**src/rtl/fetch_pkg.sv**
```systemverilog
// Shared constants, FSM encoding and address helper for the instruction fetch stage.
package fetch_pkg;

    localparam int          XLEN     = 32;
    localparam logic [31:0] RESET_PC = 32'h0000_0000;
    localparam logic [31:0] PC_STEP  = 32'h0000_0004;

    typedef enum logic [1:0] {
        FETCH       = 2'd0,
        STALL_EMPTY = 2'd1,
        STALL_FULL  = 2'd2
    } fetch_state_e;

    // Instruction addresses are always word aligned; low two bits are dropped.
    function automatic logic [XLEN-1:0] align_word(input logic [XLEN-1:0] addr);
        return addr & {{(XLEN-2){1'b1}}, 2'b00};
    endfunction

endpackage

```
**src/rtl/fetch_if.sv**
```systemverilog
// Instruction-memory bus between the fetch stage (master) and the memory (slave).
interface fetch_if;
    import fetch_pkg::*;

    logic [XLEN-1:0] InstrAddr;
    logic            InstrRd;
    logic [XLEN-1:0] InstrData;

    modport master (output InstrAddr, output InstrRd, input InstrData);
    modport slave  (input InstrAddr, input InstrRd, output InstrData);
endinterface

```
**src/rtl/fetch_checker.sv**
```systemverilog
// Invariants of the fetch stage: the skid can never be asked to hold two words.
module fetch_checker
    import fetch_pkg::*;
(
    input logic            clk,
    input logic            rst,
    input logic            skid_full,
    input logic            skid_load,
    input logic            pend,
    input logic [XLEN-1:0] instr_addr
);
    // A word returning while the skid is occupied would have nowhere to go.
    a_no_skid_overflow: assert property (@(posedge clk) disable iff (rst) !(skid_full && pend));
    a_no_skid_reload:   assert property (@(posedge clk) disable iff (rst) !(skid_full && skid_load));
    a_word_aligned:     assert property (@(posedge clk) disable iff (rst) instr_addr[1:0] == 2'b00);
endmodule

```
**src/rtl/fetch_skid_buffer.sv**
```systemverilog
// One-entry holding register for a fetched word that returns while decode is stalled.
module fetch_skid_buffer
    import fetch_pkg::*;
(
    input  logic            clk,
    input  logic            rst,
    input  logic            load,
    input  logic            drain,
    input  logic            clear,
    input  logic [XLEN-1:0] din_data,
    input  logic [XLEN-1:0] din_pc,
    output logic [XLEN-1:0] data,
    output logic [XLEN-1:0] pc,
    output logic            full
);
    logic [XLEN-1:0] data_r;
    logic [XLEN-1:0] pc_r;
    logic            full_r;

    // Entry storage; clear (redirect) outranks a simultaneous load or drain.
    always_ff @(posedge clk or posedge rst) begin
        if (rst) begin
            data_r <= 32'h0000_0000;
            pc_r   <= 32'h0000_0000;
            full_r <= 1'b0;
        end else if (clear) begin
            full_r <= 1'b0;
        end else if (load) begin
            data_r <= din_data;
            pc_r   <= din_pc;
            full_r <= 1'b1;
        end else if (drain) begin
            full_r <= 1'b0;
        end else begin
            full_r <= full_r;
        end
    end

    assign data = data_r;
    assign pc   = pc_r;
    assign full = full_r;
endmodule

```
**src/rtl/fetch_stage.sv**
```systemverilog
// Instruction fetch: PC sequencing, one outstanding memory read, and the IF/ID
// register backed by a one-entry skid so a stall never drops a returning word.
module fetch_stage
    import fetch_pkg::*;
(
    input  logic            clk,
    input  logic            rst,
    fetch_if.master         imem,
    input  logic            Stall,
    input  logic            BranchTaken,
    input  logic [XLEN-1:0] BranchTarget,
    output logic [XLEN-1:0] Instruccion,
    output logic [XLEN-1:0] PCout,
    output logic            Valid
);
    fetch_state_e    state_r;
    fetch_state_e    state_nx_s;
    logic [XLEN-1:0] pc_r;
    logic [XLEN-1:0] pend_pc_r;
    logic            pend_r;
    logic [XLEN-1:0] instr_r;
    logic [XLEN-1:0] pcout_r;
    logic            valid_r;
    logic            instr_rd_s;
    logic            ifid_mem_s;
    logic            ifid_skid_s;
    logic            ifid_bubble_s;
    logic            skid_load_s;
    logic            skid_drain_s;
    logic            skid_clear_s;
    logic            skid_full_s;
    logic [XLEN-1:0] skid_data_s;
    logic [XLEN-1:0] skid_pc_s;

    // A fetch goes out whenever decode is not holding and no redirect is pending.
    assign instr_rd_s     = ~Stall & ~BranchTaken & ~rst;
    assign imem.InstrRd   = instr_rd_s;
    assign imem.InstrAddr = pc_r;
    assign Instruccion    = instr_r;
    assign PCout          = pcout_r;
    assign Valid          = valid_r;

    // FSM state register.
    always_ff @(posedge clk or posedge rst) begin
        if (rst) begin
            state_r <= FETCH;
        end else begin
            state_r <= state_nx_s;
        end
    end

    // FSM next-state logic; a redirect always returns to FETCH.
    always_comb begin
        state_nx_s = state_r;
        if (BranchTaken) begin
            state_nx_s = FETCH;
        end else begin
            case (state_r)
                FETCH: begin
                    if (Stall) begin
                        state_nx_s = pend_r ? STALL_FULL : STALL_EMPTY;
                    end else begin
                        state_nx_s = FETCH;
                    end
                end
                STALL_EMPTY, STALL_FULL: begin
                    if (Stall) begin
                        state_nx_s = state_r;
                    end else begin
                        state_nx_s = FETCH;
                    end
                end
                default: state_nx_s = FETCH;
            endcase
        end
    end

    // FSM outputs: where IF/ID loads from and what the skid does this cycle.
    always_comb begin
        ifid_mem_s    = 1'b0;
        ifid_skid_s   = 1'b0;
        ifid_bubble_s = 1'b0;
        skid_load_s   = 1'b0;
        skid_drain_s  = 1'b0;
        skid_clear_s  = 1'b0;
        if (BranchTaken) begin
            ifid_bubble_s = 1'b1;
            skid_clear_s  = 1'b1;
        end else begin
            case (state_r)
                FETCH: begin
                    if (Stall) begin
                        skid_load_s = pend_r;
                    end else begin
                        ifid_mem_s    = pend_r;
                        ifid_bubble_s = ~pend_r;
                    end
                end
                STALL_EMPTY: begin
                    if (!Stall) begin
                        ifid_mem_s    = pend_r;
                        ifid_bubble_s = ~pend_r;
                    end else begin
                        ifid_mem_s = 1'b0;
                    end
                end
                STALL_FULL: begin
                    if (!Stall) begin
                        ifid_skid_s  = 1'b1;
                        skid_drain_s = 1'b1;
                    end else begin
                        ifid_skid_s = 1'b0;
                    end
                end
                default: begin
                    ifid_bubble_s = 1'b1;
                    skid_clear_s  = 1'b1;
                end
            endcase
        end
    end

    // PC and the single in-flight fetch tracker.
    always_ff @(posedge clk or posedge rst) begin
        if (rst) begin
            pc_r      <= RESET_PC;
            pend_r    <= 1'b0;
            pend_pc_r <= RESET_PC;
        end else if (BranchTaken) begin
            pc_r   <= align_word(BranchTarget);
            pend_r <= 1'b0;
        end else if (instr_rd_s) begin
            pc_r      <= pc_r + PC_STEP;
            pend_r    <= 1'b1;
            pend_pc_r <= pc_r;
        end else begin
            pend_r <= 1'b0;
        end
    end

    // IF/ID register; a bubble only drops Valid and leaves the payload alone.
    always_ff @(posedge clk or posedge rst) begin
        if (rst) begin
            instr_r <= 32'h0000_0000;
            pcout_r <= 32'h0000_0000;
            valid_r <= 1'b0;
        end else if (ifid_mem_s) begin
            instr_r <= imem.InstrData;
            pcout_r <= pend_pc_r;
            valid_r <= 1'b1;
        end else if (ifid_skid_s) begin
            instr_r <= skid_data_s;
            pcout_r <= skid_pc_s;
            valid_r <= 1'b1;
        end else if (ifid_bubble_s) begin
            valid_r <= 1'b0;
        end else begin
            valid_r <= valid_r;
        end
    end

    fetch_skid_buffer u_skid (
        .clk      (clk),
        .rst      (rst),
        .load     (skid_load_s),
        .drain    (skid_drain_s),
        .clear    (skid_clear_s),
        .din_data (imem.InstrData),
        .din_pc   (pend_pc_r),
        .data     (skid_data_s),
        .pc       (skid_pc_s),
        .full     (skid_full_s)
    );

    fetch_checker u_checker (
        .clk        (clk),
        .rst        (rst),
        .skid_full  (skid_full_s),
        .skid_load  (skid_load_s),
        .pend       (pend_r),
        .instr_addr (pc_r)
    );
endmodule

```
**src/flat_wrapper.sv**
```systemverilog
// flat-port wrapper written by rule: the top's interface ports become plain ports
module fetch_stage_flat import fetch_pkg::*;
  (clk, rst, Stall, BranchTaken, BranchTarget, Instruccion, PCout, Valid, imem_InstrAddr, imem_InstrRd, imem_InstrData);
  fetch_if imem_i ();
  input  logic clk;
  input  logic rst;
  input  logic Stall;
  input  logic BranchTaken;
  input  logic [XLEN-1:0] BranchTarget;
  output logic [XLEN-1:0] Instruccion;
  output logic [XLEN-1:0] PCout;
  output logic Valid;
  output wire logic [$bits(imem_i.InstrAddr)-1:0] imem_InstrAddr;
  output wire logic [$bits(imem_i.InstrRd)-1:0] imem_InstrRd;
  input wire logic [$bits(imem_i.InstrData)-1:0] imem_InstrData;
  assign imem_InstrAddr = imem_i.InstrAddr;
  assign imem_InstrRd = imem_i.InstrRd;
  assign imem_i.InstrData = imem_InstrData;
  fetch_stage u_core (.clk(clk), .rst(rst), .imem(imem_i), .Stall(Stall), .BranchTaken(BranchTaken), .BranchTarget(BranchTarget), .Instruccion(Instruccion), .PCout(PCout), .Valid(Valid));
endmodule
```
**config.mk**
```make
export PLATFORM = sky130hd
export DESIGN_NAME = fetch_stage_flat
export DESIGN_NICKNAME = d
export VERILOG_FILES = /design/src/rtl/fetch_pkg.sv /design/src/rtl/fetch_if.sv /design/src/rtl/fetch_checker.sv /design/src/rtl/fetch_skid_buffer.sv /design/src/rtl/fetch_stage.sv /design/src/flat_wrapper.sv
export SDC_FILE = /design/constraint.sdc
export NUM_CORES = 1
export LEC_CHECK = 0
export CAP_MARGIN = 40
export CORE_AREA = 2 2 144 146
export CTS_CLUSTER_SIZE = 16
export DETAILED_ROUTE_END_ITERATION = 12
export DIE_AREA = 0 0 146 148
export GPL_TIMING_DRIVEN = 0
export PLACE_DENSITY = 0.66
export SYNTH_ARGS = -nofsm -noshare
export SYNTH_HDL_FRONTEND = slang
export SYNTH_SLANG_ARGS = --single-unit
```
**constraint.sdc**
```tcl
create_clock -name clk -period 8.2 [get_ports clk]
set_input_delay 1.64 -clock clk [delete_from_list [all_inputs] [get_ports clk]]
set_output_delay 1.64 -clock clk [all_outputs]
set_load 0.02 [all_outputs]
```
# Word-level counts from Yosys, hierarchy flattened
# Index checks and enable logic that the tools add are counted.
# word_totals
ram_bits	0
wordCells	59
inputBits	68
rom_bits	0
latchBits	0
register_bits	196
out_inout_bits	98
n_memories	0
# op_classes
n_lt_le_gt_ge	0
n_shift	0
n_bitwise	7
eq_ne	3
div_mod_pow	0
n_mul	0
n_reduce_logical	9
addsub	1
mux	30
# ops
operator	count
$mux 32	6
$add 32x3->32 const B	1
$mux 1	18
$mux 2	4
$not 1->1	5
$pmux 2 s2	1
$reduce_and 2->1	2
$reduce_bool 2->1	2
$reduce_or 2->1	2
$ne 3x3->1 const B	1
$reduce_bool 3->1	1
$reduce_or 3->1	1
$and 1x1->1	2
$eq 2x1->1 const B	1
$eq 2x2->1 const B	1
$logic_not 2->1	1
$pmux 1 s2	1

# Logic depth before layout (Yosys ltp)
# depth
word_depth	7
ltp_mapped	8

# Cells and area by module
# From an unflattened synthesis, not the netlist that was laid out.
# hier_totals
hier_cells	843
hier_area_um2	8687.1
# by_module_without_submodules
module	cells_each	area_per_inst_um2	n_inst	seq_area_each_um2
fetch_stage	702	5941.9	1	3203.1
fetch_skid_buffer	141	2745.1	1	1626.6

# Worst setup path before layout
# No wires, ideal clock.
# synth_path
path_kind	in2out
start	input BranchTaken
end	output imem_InstrRd
slack_ns	4.179
stages	4
arrival_ns	2.381
path_buffers	2
cell_sequence	buf_6 -> or3_4 -> buf_6 -> inv_1
# synth_via
elab_chain_len	3
# synth_lines
item	line	text
start, declared	flat_wrapper.sv:8	input logic BranchTaken;
$not 1->1 (no source line)	--	
$and 1x1->1 (2 in a row)	fetch_stage.sv:36	assign instr_rd_s = ~Stall & ~BranchTaken & ~rst;
end, declared	flat_wrapper.sv:14	output wire logic [$bits(imem_i.InstrRd)-1:0] imem_InstrRd;
# Every way passes these cells.

# Worst setup path in the final report
# layout_path
start	input rst
end	output imem_InstrRd
# layout_via
elab_chain_len	2
# layout_lines
item	line	text
start, declared	flat_wrapper.sv:6	input logic rst;
$not 1->1	fetch_stage.sv:36	
$and 1x1->1	fetch_stage.sv:36	
# Every way passes these cells.

==> run summary <==
worst hold margin -> 0.491 ns
fill count -> 1791
Starting Density -> 0.413
Distinct cells, synth -> 41
Layout Cell Area excl Fill -> 10800 um^2
antenna violations before repair -> 0
fmax -> 0.196 GHz
setup TNS -> 0 ns
WP data required -> 6.56 ns
# rows -> 52
DRT Wirelength -> 20.2 mm
Die ar. -> 21600 um^2
crit end category -> output pin
Core Util, Final -> 0.539
cell with the most instances after synthesis -> dfrtp_1
placed cell areas -> 10200 um^2
remaining antenna violation count after routing -> 0
Clock Skews -> 0.0115 ns
mean post-synth cell area -> 11.9 um^2
via/cell ratio -> 5.08
Post-CTS Setup Inserts -> 0
clock slew seen by the registers of the worst setup and hold paths -> 0.07 ns
Core ar. -> 20000 um^2
GP Congestion -> 0.785
maxcap violations -> 0
detailed router's first-iteration violation count -> 320
Horiz. Die Dim -> 146 um
# IOs -> 166
min-delay worst type -> reg2reg
ys async rst share -> 1.00
crit start category -> primary input
H-tree levels -> 4
cts bufs inserted -> 17
placed cell count -> 1129
area grow syn2layout -> 30.7%
Antenna Cells -> 0
most area-consuming cells after synthesis -> dfrtp_1, mux2_2, mux2i_1
Final Setup Violations -> 0
Die Y -> 148 um
cts hold-fix bufs -> 0
Leakage -> 4.40 nW
post-CTS resize count -> 0
Yosys top cell by area -> dfrtp_1
DRC -> 0
clk buf depth -> 2
top-area cell type share of the netlist area -> 0.569
TritonCTS Sinks -> 188
number of global-route vias before repair -> 6046
synth cell count leaders -> dfrtp_1, nand2_1, mux2_2
sequential area share after synthesis -> 0.569
endpoints failing hold -> 0
Max Transition Viols Final -> 0
status -> finished clean
normalized max-slew margin -> 0.531
CTS tree -> done
Final Cycle Share -> 0.622
Yosys reg bits -> 188
peak fanout along the critical path -> 5
Mapped Cells -> 697
number of synthesized flops with an enable pin -> 0
clk root buf -> clkbuf_16
critical path class -> in2out
RSZ-0062 raised after global routing -> no
Non-Filler Instances -> 1160
PortBufs -> 157
Least-Margin Pin Slew -> 0.700 ns
1st-pass router iterations -> 5
YS warnings -> 0
Clk Latency, worst-skew pair -> 0.43 ns
Critical Path AT -> 3.46 ns
pwr dens -> 257 nW/um^2
layout cells sized above 1 -> 0.180
gr ovfl total -> 0
Netlist Area Pre-Place -> 8270 um^2
first-pass GRT wire length -> 33.0 mm
Final Critical Period -> 5.10 ns
wire per inst -> 17.5 um
Total GRT Usage -> 0.194
VDD IR-drop max -> 0.000153 V
Final nets -> 951
Synth Flop Type -> dfrtp_1
via count -> 5891
largest net degree at the start of global routing -> 113
placed wire-length estimate -> 14.3 mm
[critical path: stages]
cell and delay, ns:
clkdlybuf4s50_1 0.59, or3_4 0.41, buf_6 0.13, inv_1 0.07
clkdlybuf4s50_1 0.61
[registers in the layout (all words and copies together), names as in the netlist]
signal and flops:
u_core.pend_r 1, u_core.Valid 1, u_core.PCout 30, u_core.u_skid.pc 30, u_core.u_skid.data 32, u_core.Instruccion 32, u_core.pend_pc_r 30, u_core.imem.InstrAddr 30
u_core.state_r 2
[area by class of cell]
type                       instances  area [um^2]  area share
sequential                       188         4700       0.435
multi-input combinational        460         3300       0.306
timing repair buffer             159         1600       0.148
clock buffer                      20          447      0.0413
tap                              270          338      0.0313
buffer                            43          239      0.0221
clock inverter                    11          133      0.0123
inverter                           9         41.3     0.00382
[cell families (layout without fill, tap and decap cells)]
family	count (synthesis)	after routing	share of synthesized area
flops	188	188	0.569
simple gates	172	172	0.100
mux	158	158	0.206
compound gates	101	101	0.0629
buf+inv	52	242	0.0330
xor+xnor	20	20	0.0212
fa+ha+maj	5	5	0.00757
other cells	1	4	0.000453
[power by group]
part	total, mW	internal [mW]	leakage (nW)	switching, mW
clock	0.822	0.460	0.266	0.362
sequential	1.30	1.15	2.36	0.146
combinational	0.657	0.355	1.78	0.302
total	2.78	1.97	4.40	0.810
[metrics by stage]
| step | setup slack (ns) | power (mW) |
|---|---|---|
| floorplan | 1.45 | 1.64 |
| global placement | -1.38 | 1.96 |
| detailed placement | 3.10 | 1.98 |
| CTS | 3.10 | 2.80 |
| global route | 3.04 | 2.92 |
| finish | 3.10 | 2.78 |
[placed cells by master (no fill, tap or decap), types with 8 or more instances in the layout]
| cell | instances |
|---|---|
| xor2_1 | 13 |
| mux2i_1 | 63 |
| nand3_1 | 12 |
| clkbuf_1 | 13 |
| a21oi_1 | 8 |
| clkdlybuf4s50_1 | 157 |
| clkbuf_16 | 17 |
| dfrtp_1 | 188 |
| buf_2 | 21 |
| nand4_1 | 17 |
| o21ai_0 | 88 |
| mux2_2 | 90 |
| nor2_1 | 14 |
| nand2_1 | 97 |
[metal layers]
layer,vias to the layer above,GRT usage,share of wire
li1,2792,-,-
met1,2939,0.277,0.48
met2,144,0.303,0.47
met3,16,0.0349,0.038
met4,0,0.0558,0.012
met5,-,0,0
[worst paths after layout]
path                            slack (ns)  cells past startpoint                       end                    from
worst max-delay path                  3.10                      5              imem_InstrRd                     rst
worst min-delay path                  0.49                      1    u_core.u_skid.data[19]  u_core.u_skid.data[19]
worst max register to register        5.78                      9          u_core.PCout[14]       u_core.state_r[0]
worst min register to register        0.49                      1    u_core.u_skid.data[19]  u_core.u_skid.data[19]
max in group asynchronous             5.43                      3    u_core.u_skid.data[31]                     rst
min in group asynchronous             1.85                      2  u_core.imem.InstrAddr[7]                     rst
(Power assumes the default switching activity.)
